<file path="src/rtl/excitation_state_reg_pkg.sv">
// Shared definitions for the excitation state register and its flip-flop cells:
// FSM encoding, flip-flop mode constants and run stop-cause codes.
package excitation_state_reg_pkg;

   localparam int unsigned STATE_W = 3;
   localparam int unsigned CAUSE_W = 2;

   typedef enum logic [1:0] {
      ST_IDLE = 2'd0,
      ST_LOAD = 2'd1,
      ST_RUN  = 2'd2,
      ST_DONE = 2'd3
   } fsm_state_e;

   localparam logic MODE_D = 1'b0;
   localparam logic MODE_T = 1'b1;

   typedef enum logic [CAUSE_W-1:0] {
      CAUSE_NONE  = 2'b00,
      CAUSE_STUCK = 2'b01,
      CAUSE_LOOP  = 2'b10,
      CAUSE_MAX   = 2'b11
   } cause_e;

   // Next state implied by an excitation vector for the selected flip-flop type.
   function automatic logic [STATE_W-1:0] excite_next(
      input logic               mode,
      input logic [STATE_W-1:0] q,
      input logic [STATE_W-1:0] d_exc,
      input logic [STATE_W-1:0] t_exc
   );
      return (mode == MODE_T) ? (q ^ t_exc) : d_exc;
   endfunction

endpackage

</file>
<file path="src/rtl/excitation_state_reg_ff_dt_cell.sv">
// Single state bit usable as a D or T flip-flop, with synchronous load.
// Ports:
//   clk, reset         clock, async active-high reset (q -> 0)
//   load_en, load_val  load load_val this edge (has priority over en)
//   en                 commit one update this edge
//   mode               MODE_D: q <= d_in, MODE_T: q <= q ^ t_in
//   d_in, t_in         D and T excitations for this bit
//   q                  registered bit value
module ff_dt_cell
   import excitation_state_reg_pkg::*;
(
   input  logic clk,
   input  logic reset,
   input  logic load_en,
   input  logic load_val,
   input  logic en,
   input  logic mode,
   input  logic d_in,
   input  logic t_in,
   output logic q
);

   logic q_q;
   logic q_d;

   // Next value: load, else enabled D/T update, else hold.
   always_comb begin
      q_d = q_q;
      if (load_en) begin
         q_d = load_val;
      end else if (en) begin
         q_d = (mode == MODE_T) ? (q_q ^ t_in) : d_in;
      end
   end

   always_ff @(posedge clk or posedge reset) begin
      if (reset) begin
         q_q <= 1'b0;
      end else begin
         q_q <= q_d;
      end
   end

   assign q = q_q;

endmodule

</file>
<file path="src/rtl/excitation_state_reg.sv">
// Three-bit state register behind the next-state excitation logic, with a run
// controller that loads an initial state, steps under step_en, counts steps
// and stops on stuck / loop-to-initial / step limit.
// Ports:
//   clk, reset          clock, async active-high reset
//   start               load init_state and run (honoured in IDLE and DONE)
//   mode                0 = D update, 1 = T update; latched at LOAD
//   step_en             commit one step this cycle while running
//   init_state          initial state {a,b,c}
//   x_in / x_out        external input, passed straight through
//   d_next, t_next      D and T excitations from the next-state logic
//   state               present state {a,b,c}
//   busy, done          run in progress / run finished
//   done_cause          00 none, 01 stuck, 10 loop, 11 max
//   steps               steps taken in the current run
module excitation_state_reg
   import excitation_state_reg_pkg::*;
#(
   parameter int unsigned STEP_W    = 4,
   parameter int unsigned MAX_STEPS = 12
) (
   input  logic               clk,
   input  logic               reset,
   input  logic               start,
   input  logic               mode,
   input  logic               step_en,
   input  logic [STATE_W-1:0] init_state,
   input  logic               x_in,
   input  logic [STATE_W-1:0] d_next,
   input  logic [STATE_W-1:0] t_next,
   output logic [STATE_W-1:0] state,
   output logic               x_out,
   output logic               busy,
   output logic               done,
   output logic [CAUSE_W-1:0] done_cause,
   output logic [STEP_W-1:0]  steps
);

   fsm_state_e          fsm_q, fsm_d;
   logic [STEP_W-1:0]   steps_q, steps_d;
   cause_e              cause_q, cause_d;
   logic                mode_q, mode_d;
   logic [STATE_W-1:0]  init_q, init_d;
   logic                busy_q, busy_d;
   logic                done_q, done_d;

   logic                load_c;
   logic                step_c;
   logic [STATE_W-1:0]  nxt_c;
   logic [STEP_W-1:0]   steps_inc_c;

   assign x_out = x_in;

   // State bits: loaded in LOAD, updated on committed steps.
   for (genvar i = 0; i < STATE_W; i++) begin : g_bit
      ff_dt_cell u_cell (
         .clk      (clk),
         .reset    (reset),
         .load_en  (load_c),
         .load_val (init_state[i]),
         .en       (step_c),
         .mode     (mode_q),
         .d_in     (d_next[i]),
         .t_in     (t_next[i]),
         .q        (state[i])
      );
   end

   assign nxt_c       = excite_next(mode_q, state, d_next, t_next);
   assign steps_inc_c = STEP_W'(steps_q + STEP_W'(1));

   // Run controller: next state, counter and stop detection.
   always_comb begin
      fsm_d   = fsm_q;
      steps_d = steps_q;
      cause_d = cause_q;
      mode_d  = mode_q;
      init_d  = init_q;
      load_c  = 1'b0;
      step_c  = 1'b0;

      unique case (fsm_q)
         ST_IDLE: begin
            if (start) fsm_d = ST_LOAD;
         end
         ST_LOAD: begin
            load_c  = 1'b1;
            init_d  = init_state;
            mode_d  = mode;
            steps_d = '0;
            cause_d = CAUSE_NONE;
            fsm_d   = ST_RUN;
         end
         ST_RUN: begin
            if (step_en) begin
               step_c  = 1'b1;
               steps_d = steps_inc_c;
               // Stuck outranks loop, which outranks the step limit.
               if (nxt_c == state) begin
                  cause_d = CAUSE_STUCK;
                  fsm_d   = ST_DONE;
               end else if (nxt_c == init_q) begin
                  cause_d = CAUSE_LOOP;
                  fsm_d   = ST_DONE;
               end else if (steps_inc_c == STEP_W'(MAX_STEPS)) begin
                  cause_d = CAUSE_MAX;
                  fsm_d   = ST_DONE;
               end
            end
         end
         ST_DONE: begin
            if (start) fsm_d = ST_LOAD;
         end
         default: fsm_d = ST_IDLE;
      endcase

      busy_d = (fsm_d == ST_LOAD) || (fsm_d == ST_RUN);
      done_d = (fsm_d == ST_DONE);
   end

   always_ff @(posedge clk or posedge reset) begin
      if (reset) begin
         fsm_q   <= ST_IDLE;
         steps_q <= '0;
         cause_q <= CAUSE_NONE;
         mode_q  <= MODE_D;
         init_q  <= '0;
         busy_q  <= 1'b0;
         done_q  <= 1'b0;
      end else begin
         fsm_q   <= fsm_d;
         steps_q <= steps_d;
         cause_q <= cause_d;
         mode_q  <= mode_d;
         init_q  <= init_d;
         busy_q  <= busy_d;
         done_q  <= done_d;
      end
   end

   assign busy       = busy_q;
   assign done       = done_q;
   assign done_cause = cause_q;
   assign steps      = steps_q;

endmodule

</file>
<file path="config.mk">
export PLATFORM = sky130hd
export DESIGN_NAME = excitation_state_reg
export DESIGN_NICKNAME = d
export VERILOG_FILES = /design/src/rtl/excitation_state_reg_pkg.sv /design/src/rtl/excitation_state_reg_ff_dt_cell.sv /design/src/rtl/excitation_state_reg.sv
export SDC_FILE = /design/constraint.sdc
export NUM_CORES = 1
export LEC_CHECK = 0
export ABC_AREA = 0
export ABC_CLOCK_PERIOD_IN_PS = 3200
export CAP_MARGIN = 20
export CORE_MARGIN = 2
export CORE_UTILIZATION = 40
export DETAILED_ROUTE_END_ITERATION = 6
export HOLD_SLACK_MARGIN = 0.15
export PLACE_DENSITY = 0.67
export SLEW_MARGIN = 15
export SYNTH_ARGS = -nofsm -noshare
export SYNTH_HDL_FRONTEND = slang
export SYNTH_SLANG_ARGS = --single-unit
</file>
<file path="constraint.sdc">
create_clock -name clk -period 3.2 [get_ports clk]
set_input_delay 0.48 -clock clk [delete_from_list [all_inputs] [get_ports clk]]
set_output_delay 0.48 -clock clk [all_outputs]
set_load 0.02 [all_outputs]
</file>
==> results of run 1 <==
==> cells by family after synthesis <==
logic type / Yosys count / share of synthesized area, %
compound gates: 33 / 19.9
mux: 2 / 1.89
flops: 17 / 37.8
simple gates: 34 / 15.8
fa+ha+maj: 4 / 4.45
buf+inv: 15 / 8.34
xor+xnor: 12 / 11.8
==> worst reg2reg max path, stage by stage (launching register included) <==
cell      delay (ns)
dfrtp_1         0.43
xor2_1          0.17
o41ai_1         0.48
or3_4           0.24
o21ai_2         0.07
a221oi_2        0.28
ha_1            0.27
==> path summary, 6_finish.rpt <==
check | to | slack (ns) | cells after the start
max | busy | 0.88 | 7
min | steps[3] | 0.52 | 1
max reg2reg | busy | 1.15 | 6
min reg2reg | steps[3] | 0.52 | 1
max in group asynchronous | done_cause[1] | 2.23 | 2
min in group asynchronous | init_q[0] | 0.57 | 2
==> power groups by stage <==
stage	sequential (W)	clock (W)	combinational (W)
2_1_floorplan	0.000445	0	0.000520
3_3_place_gp	0.000429	0	0.000705
3_5_place_dp	0.000433	0	0.000724
4_1_cts	0.000429	0.000120	0.000731
5_1_grt	0.000448	0.000132	0.000791
6_report	0.000428	0.000115	0.000720
==> per-layer routing <==
metal | up-vias | track usage [%] | wire, µm
li1 | 447 | - | -
met1 | 414 | 20.1 | 1100
met2 | 21 | 26.3 | 1120
met3 | 2 | 2.04 | 91
met4 | 0 | 5.98 | 17
met5 | - | 0 | 0
==> Yosys cell counts, types with 3 or more instances <==
cell,instances,area (µm²)
inv_1,8,30.0
o31ai_1,3,22.5
buf_4,4,30.0
dfrtp_1,17,425
xor2_1,7,61.3
o21ai_0,14,70.1
a21oi_1,3,15.0
nor2_1,11,41.3
buf_6,3,33.8
ha_1,4,50.1
nand2_1,10,37.5
xnor2_1,3,26.3
==> sequential cells by signal (all words and copies together), names as in the netlist <==
register,count
busy,1
fsm_q,2
mode_q,1
steps,4
done,1
done_cause,2
init_q,3
g_bit.u_cell.q,3
==> per-stage QoR <==
stage,total power (W),utilization [%],hold WS [ns],std cells,setup WS [ns]
floorplan,0.000965,-,0.406,117,1.25
finish,0.00126,50.4,0.520,169,0.883
detailed placement,0.00116,49.4,0.509,165,0.563
global placement,0.00113,49.4,0.506,165,0.678
global route,0.00137,50.4,0.562,169,0.766
CTS,0.00128,50.4,0.530,169,0.872
==> area by class of cell <==
| class | count | area (µm²) | area share (%) |
|---|---|---|---|
| Tap cell | 31 | 38.8 | 2.84 |
| Inverter | 8 | 30.0 | 2.20 |
| Sequential cell | 17 | 425 | 31.1 |
| Multi-Input combinational cell | 85 | 606 | 44.3 |
| Clock buffer | 4 | 26.3 | 1.92 |
| Timing Repair Buffer | 24 | 240 | 17.6 |
==> reports/metrics.cfg, run 1 <==
[timing]
rsz0062_at_grt = false
maxSlewHeadroom_pct = 57.8
drv_slew = 0
skew_ns = 0.00253
worstMarginPinSlew_ns = 0.632
fin_crit_sh_pct = 72.4
setup_viol = 0
period_minus_slack_ns = 2.32
fin_setup_tns_ns = 0
fmax_ghz = 0.432
hold_violations = 0

[synth]
yosysSeqAreaShare_pct = 37.8
synth_edf_count = 0
ys_types = 36
synthCells = 117
avgSynthCellArea_um2 = 9.61
synth.ff_latch_count = 17
synthFlopType = dfrtp_1
syn_area_mm2 = 0.00112
ys_warn_count = 0
synthArstFlopShare_pct = 100
syn_nets = 136

[finish]
drive_gt1_share_pct = 7.25
stdcell_area_mm2 = 0.00137
diodes = 0
nets = 158
layout_commonest_cell = clkdlybuf4s50_1
areaGrowthSynthToFinish_pct = 21.5
mostFrequentLayoutCells = 24 x clkdlybuf4s50_1, 17 x dfrtp_1, 14 x o21ai_0, 11 x nor2_1, 10 x nand2_1
fillers = 265

[floorplan]
coreArea_mm2 = 0.00271
num_io_pins = 27
start_util_pct = 41.5
dieArea_mm2 = 0.00325
die_w_um = 57.0
die_y_um = 57.0
num_rows = 19

[critical_path]
required_ns = 3.38
cp_top_family = compound AO/OA/AOI/OAI gates
r2r-start = init_q[0]
cpPeakStageDelay_ns = 0.48
crit_path_max_fanout = 3
crit_path_cell_trace = clkdlybuf4s50_1, xor2_1, o41ai_1, or3_4, o21ai_2, a221oi_2, ha_1
worst_setup_path_start_kind = input pin
crit_arrival_ns = 2.49
worstSetupStartpoint = d_next[0]
cp_slowest_cell = o41ai_1
timing_worst_setup_path_type = input pin to register
cp.buffers_inverters = 1
cp-end-kind = register

[pwr]
clock_power_share_pct = 9.1
swShare_pct = 43.9
net-switching-power_w = 0.000555
p_int_w = 0.000709
power_density_mw_per_mm2 = 925
pwr-share-seq_pct = 33.9
comb_power_share_pct = 57.0
ir_drop_mv = 0.524
p_leak_nw = 0.604

[cts]
ctsHoldBuffers = 0
clock-sinks = 17
postCtsSetupRepairBufs = 0
root_buffer = clkbuf_4
htree_levels = 1
cts_made_buffers = 3
ctsResizeCount = 0
cts_tree = yes
clkTransAtPathRegs_ns = 0.10
clockBufferDepth = 2
clock_latency_ns = 0.29

[place]
hpwl_mm = 1.76
io_buffer_count = 24
dpl_cell_area_mm2 = 0.00134
gp_congestion = 0.816

[routing]
drc = 0
dr.first_iter.drc_count = 17
vias = 884
ant_nets = 0
wl_per_cell_um = 13.8
drt-total-wl_mm = 2.33
dr.pass1.iters = 4
via_per_inst = 5.23

[global_routing]
antenna_found_initial = 0
grt_usage_pct = 15.5
grt_max_degree = 18
grt_pass1_vias = 883
grt_pass1_wl_mm = 3.92
overflow = 0

[min_path]
hold_start = steps[3]
hold_path_class = register to register

[outcome]
status = finished, final reports clean

[run]
maxCapViolCount = 0

Note: power is estimated with default switching activity, not from simulation.
==> run 2, diff against run 1 <==
- ABC_CLOCK_PERIOD_IN_PS: 3200 -> 1900
- PLACE_DENSITY: 0.67 -> 0.69
- clock period: 3.2 -> 1.9 ns (I/O delays scaled with it)
==> reports/metrics.cfg, run 2 (synthesized netlist as in run 1, its figures left out) <==
[cts]
root_buffer = clkbuf_4
clkTransAtPathRegs_ns = 0.11  ; about the same
htree_levels = 1  ; unchanged
cts_tree = yes
clockBufferDepth = 2  ; unchanged
cts_made_buffers = 3  ; unchanged
ctsHoldBuffers = 0  ; unchanged
clock_latency_ns = 0.29  ; about the same
clock-sinks = 17  ; unchanged

[timing]
setup_slack_ns = -0.0377  ; -0.921 ns
fin_setup_tns_ns = -0.0377  ; -0.0377 ns
period_minus_slack_ns = 1.94
setup_viol = 1  ; +1
fmax_ghz = 0.516
whs_ns = 0.276  ; -0.244 ns
fin_crit_sh_pct = 102
drv_slew = 0  ; unchanged
worstMarginPinSlew_ns = 0.430  ; -0.202 ns
maxSlewHeadroom_pct = 71.0  ; +13 points
skew_ns = 0.0106  ; +0.00808 ns
hold_violations = 0  ; unchanged
rsz0062_at_grt = true

[pwr]
clock_power_share_pct = 8.0  ; -1.1 points
swShare_pct = 42.0  ; -1.9 points
p_int_w = 0.00147  ; +110%
comb_power_share_pct = 65.6  ; +8.6 points
pwr-share-seq_pct = 26.4  ; -7.5 points
ir_drop_mv = 0.822  ; +57%
net-switching-power_w = 0.00107  ; +92%
power_density_mw_per_mm2 = 1560  ; +69%
p_leak_nw = 0.763  ; +26%

[critical_path]
crit_path_cell_trace = xnor3_1, nand2_2, nor3b_4, o21ai_4, a221oi_2, ha_1
crit_path_max_fanout = 3  ; unchanged
cpPeakStageDelay_ns = 0.43  ; -0.05 ns
crit_arrival_ns = 2.12  ; -0.37 ns
worst_setup_path_start_kind = register
cp_slowest_cell = dfrtp_1
cp-end-kind = register
required_ns = 2.08  ; -1.30 ns
timing_worst_setup_path_type = register to register
reg2reg_slack_ns = -0.04  ; -1.19 ns

[finish]
fin_cells = 198  ; +17%
largest_register_ffs = 4  ; unchanged
mostFrequentLayoutCells = 29 x buf_4, 23 x clkdlybuf4s50_1, 15 x dfrtp_1, 12 x o21ai_0, 11 x nor2_1
drive_gt1_share_pct = 27.5  ; +20 points
layout_commonest_cell = buf_4
areaGrowthSynthToFinish_pct = 44.7
nets = 187  ; +18%
fillers = 242  ; -8.7%
diodes = 0  ; unchanged
post-route-util_pct = 60.1  ; +9.6 points

[place]
dp_cells = 190  ; +15%
io_buffer_count = 24  ; unchanged
place_ws_ns = -0.488  ; -1.05 ns
gp_congestion = 0.813  ; -0.42%
hpwl_mm = 2.09  ; +19%

[routing]
drt-total-wl_mm = 2.73  ; +17%
dr.first_iter.drc_count = 19  ; +2
vias = 1043  ; +18%
drc = 0  ; unchanged
dr.pass1.iters = 4  ; unchanged
via_per_inst = 5.27  ; +0.71%
wl_per_cell_um = 13.8  ; +0.29%
ant_nets = 0  ; unchanged

[min_path]
hold_path_class = input pin to asynchronous set/reset pin

[global_routing]
busiest_layer = met2
grt_pass1_wl_mm = 4.64  ; +18%
grt_usage_pct = 18.1  ; +2.6 points
antenna_found_initial = 0  ; unchanged
grt_pass1_vias = 1041  ; +18%
grtUsageMet2_pct = 29.9  ; +3.6 points
grt_max_degree = 14  ; -4
met1_usage_pct = 24.4  ; +4.3 points
grtUsageMet3_pct = 2.49  ; +0.45 points
overflow = 0  ; unchanged

[floorplan]
dieArea_mm2 = 0.00325  ; unchanged
coreArea_mm2 = 0.00271  ; unchanged
num_io_pins = 27  ; unchanged
num_rows = 19  ; unchanged
die_y_um = 57.0  ; unchanged
die_w_um = 57.0  ; unchanged
start_util_pct = 41.5  ; unchanged

[outcome]
violations = setup timing
status = finished with violations

[run]
maxCapViolCount = 0  ; unchanged

==> run 2: cell types whose count changed in the layout (fill, tap and decap cells not counted), sizes merged <==
cell / delta
clkdlybuf4s50: -1
buf: +29
dlymetal6s2s: +1
==> run 2: what timing repair did <==
item,CTS,global route
gates resized for setup,6,2
endpoints found under the setup margin,2,2
buffers inserted,2,2
pin swaps,2,3
==> run 2: area by class of cell <==
| class | count | area, µm² | area share, % |
|---|---|---|---|
| flip-flops and latches | 17 | 428 | 26.3 |
| multi-input cells | 85 | 644 | 39.6 |
| clock buffers | 4 | 26.3 | 1.61 |
| repair buffers | 53 | 460 | 28.3 |
| inverters | 8 | 30.0 | 1.84 |
| well taps | 31 | 38.8 | 2.38 |
==> run 2: metal layers <==
| metal | wire length, µm | share of wire [%] |
|---|---|---|
| met1 | 1230 | 45 |
| met2 | 1390 | 51 |
| met3 | 80 | 2.9 |
| met5 | 0 | 0 |
| met4 | 28 | 1.0 |
==> run 2: power groups by stage <==
stage               Clock, W  Combinational, W  Sequential, W
floorplan                  0          0.000876       0.000754
global route        0.000216           0.00182       0.000694
detailed placement         0           0.00155       0.000666
global placement           0           0.00150       0.000658
CTS                 0.000206           0.00162       0.000669
finish              0.000202           0.00167       0.000670
==> run 2: per-stage QoR <==
| stage | cell area [µm²] | total power (W) |
|---|---|---|
| after floorplan | 1130 | 0.00163 |
| after global placement | 1530 | 0.00216 |
| after detailed placement | 1530 | 0.00221 |
| after CTS | 1610 | 0.00250 |
| after global routing | 1630 | 0.00273 |
| final | 1630 | 0.00254 |
==> run 2: worst max-delay path: cells and delay by family, from the launching register on <==
| kind | cells | cell delay (ns) |
|---|---|---|
| flops | 1 | 0.43 |
| fa+ha+maj | 1 | 0.27 |
| compound gates | 2 | 0.36 |
| xor+xnor | 1 | 0.41 |
| simple gates | 2 | 0.34 |
==> run 2: worst paths after layout <==
path | from | cells past startpoint | to
min in group clk | steps[3] | 1 | steps[3]
setup reg to reg | g_bit[1].u_cell.q | 6 | busy
max in group asynchronous | reset | 3 | done_cause[1]
hold / removal | reset | 2 | g_bit[2].u_cell.q
hold reg to reg | steps[3] | 1 | steps[3]
setup / recovery | g_bit[1].u_cell.q | 6 | busy
==> run 3, diff against run 2 <==
- CAP_MARGIN: 20 -> default
==> results of run 3 <==
No change in the layout: final DEF, timing and power equal those of run 2.
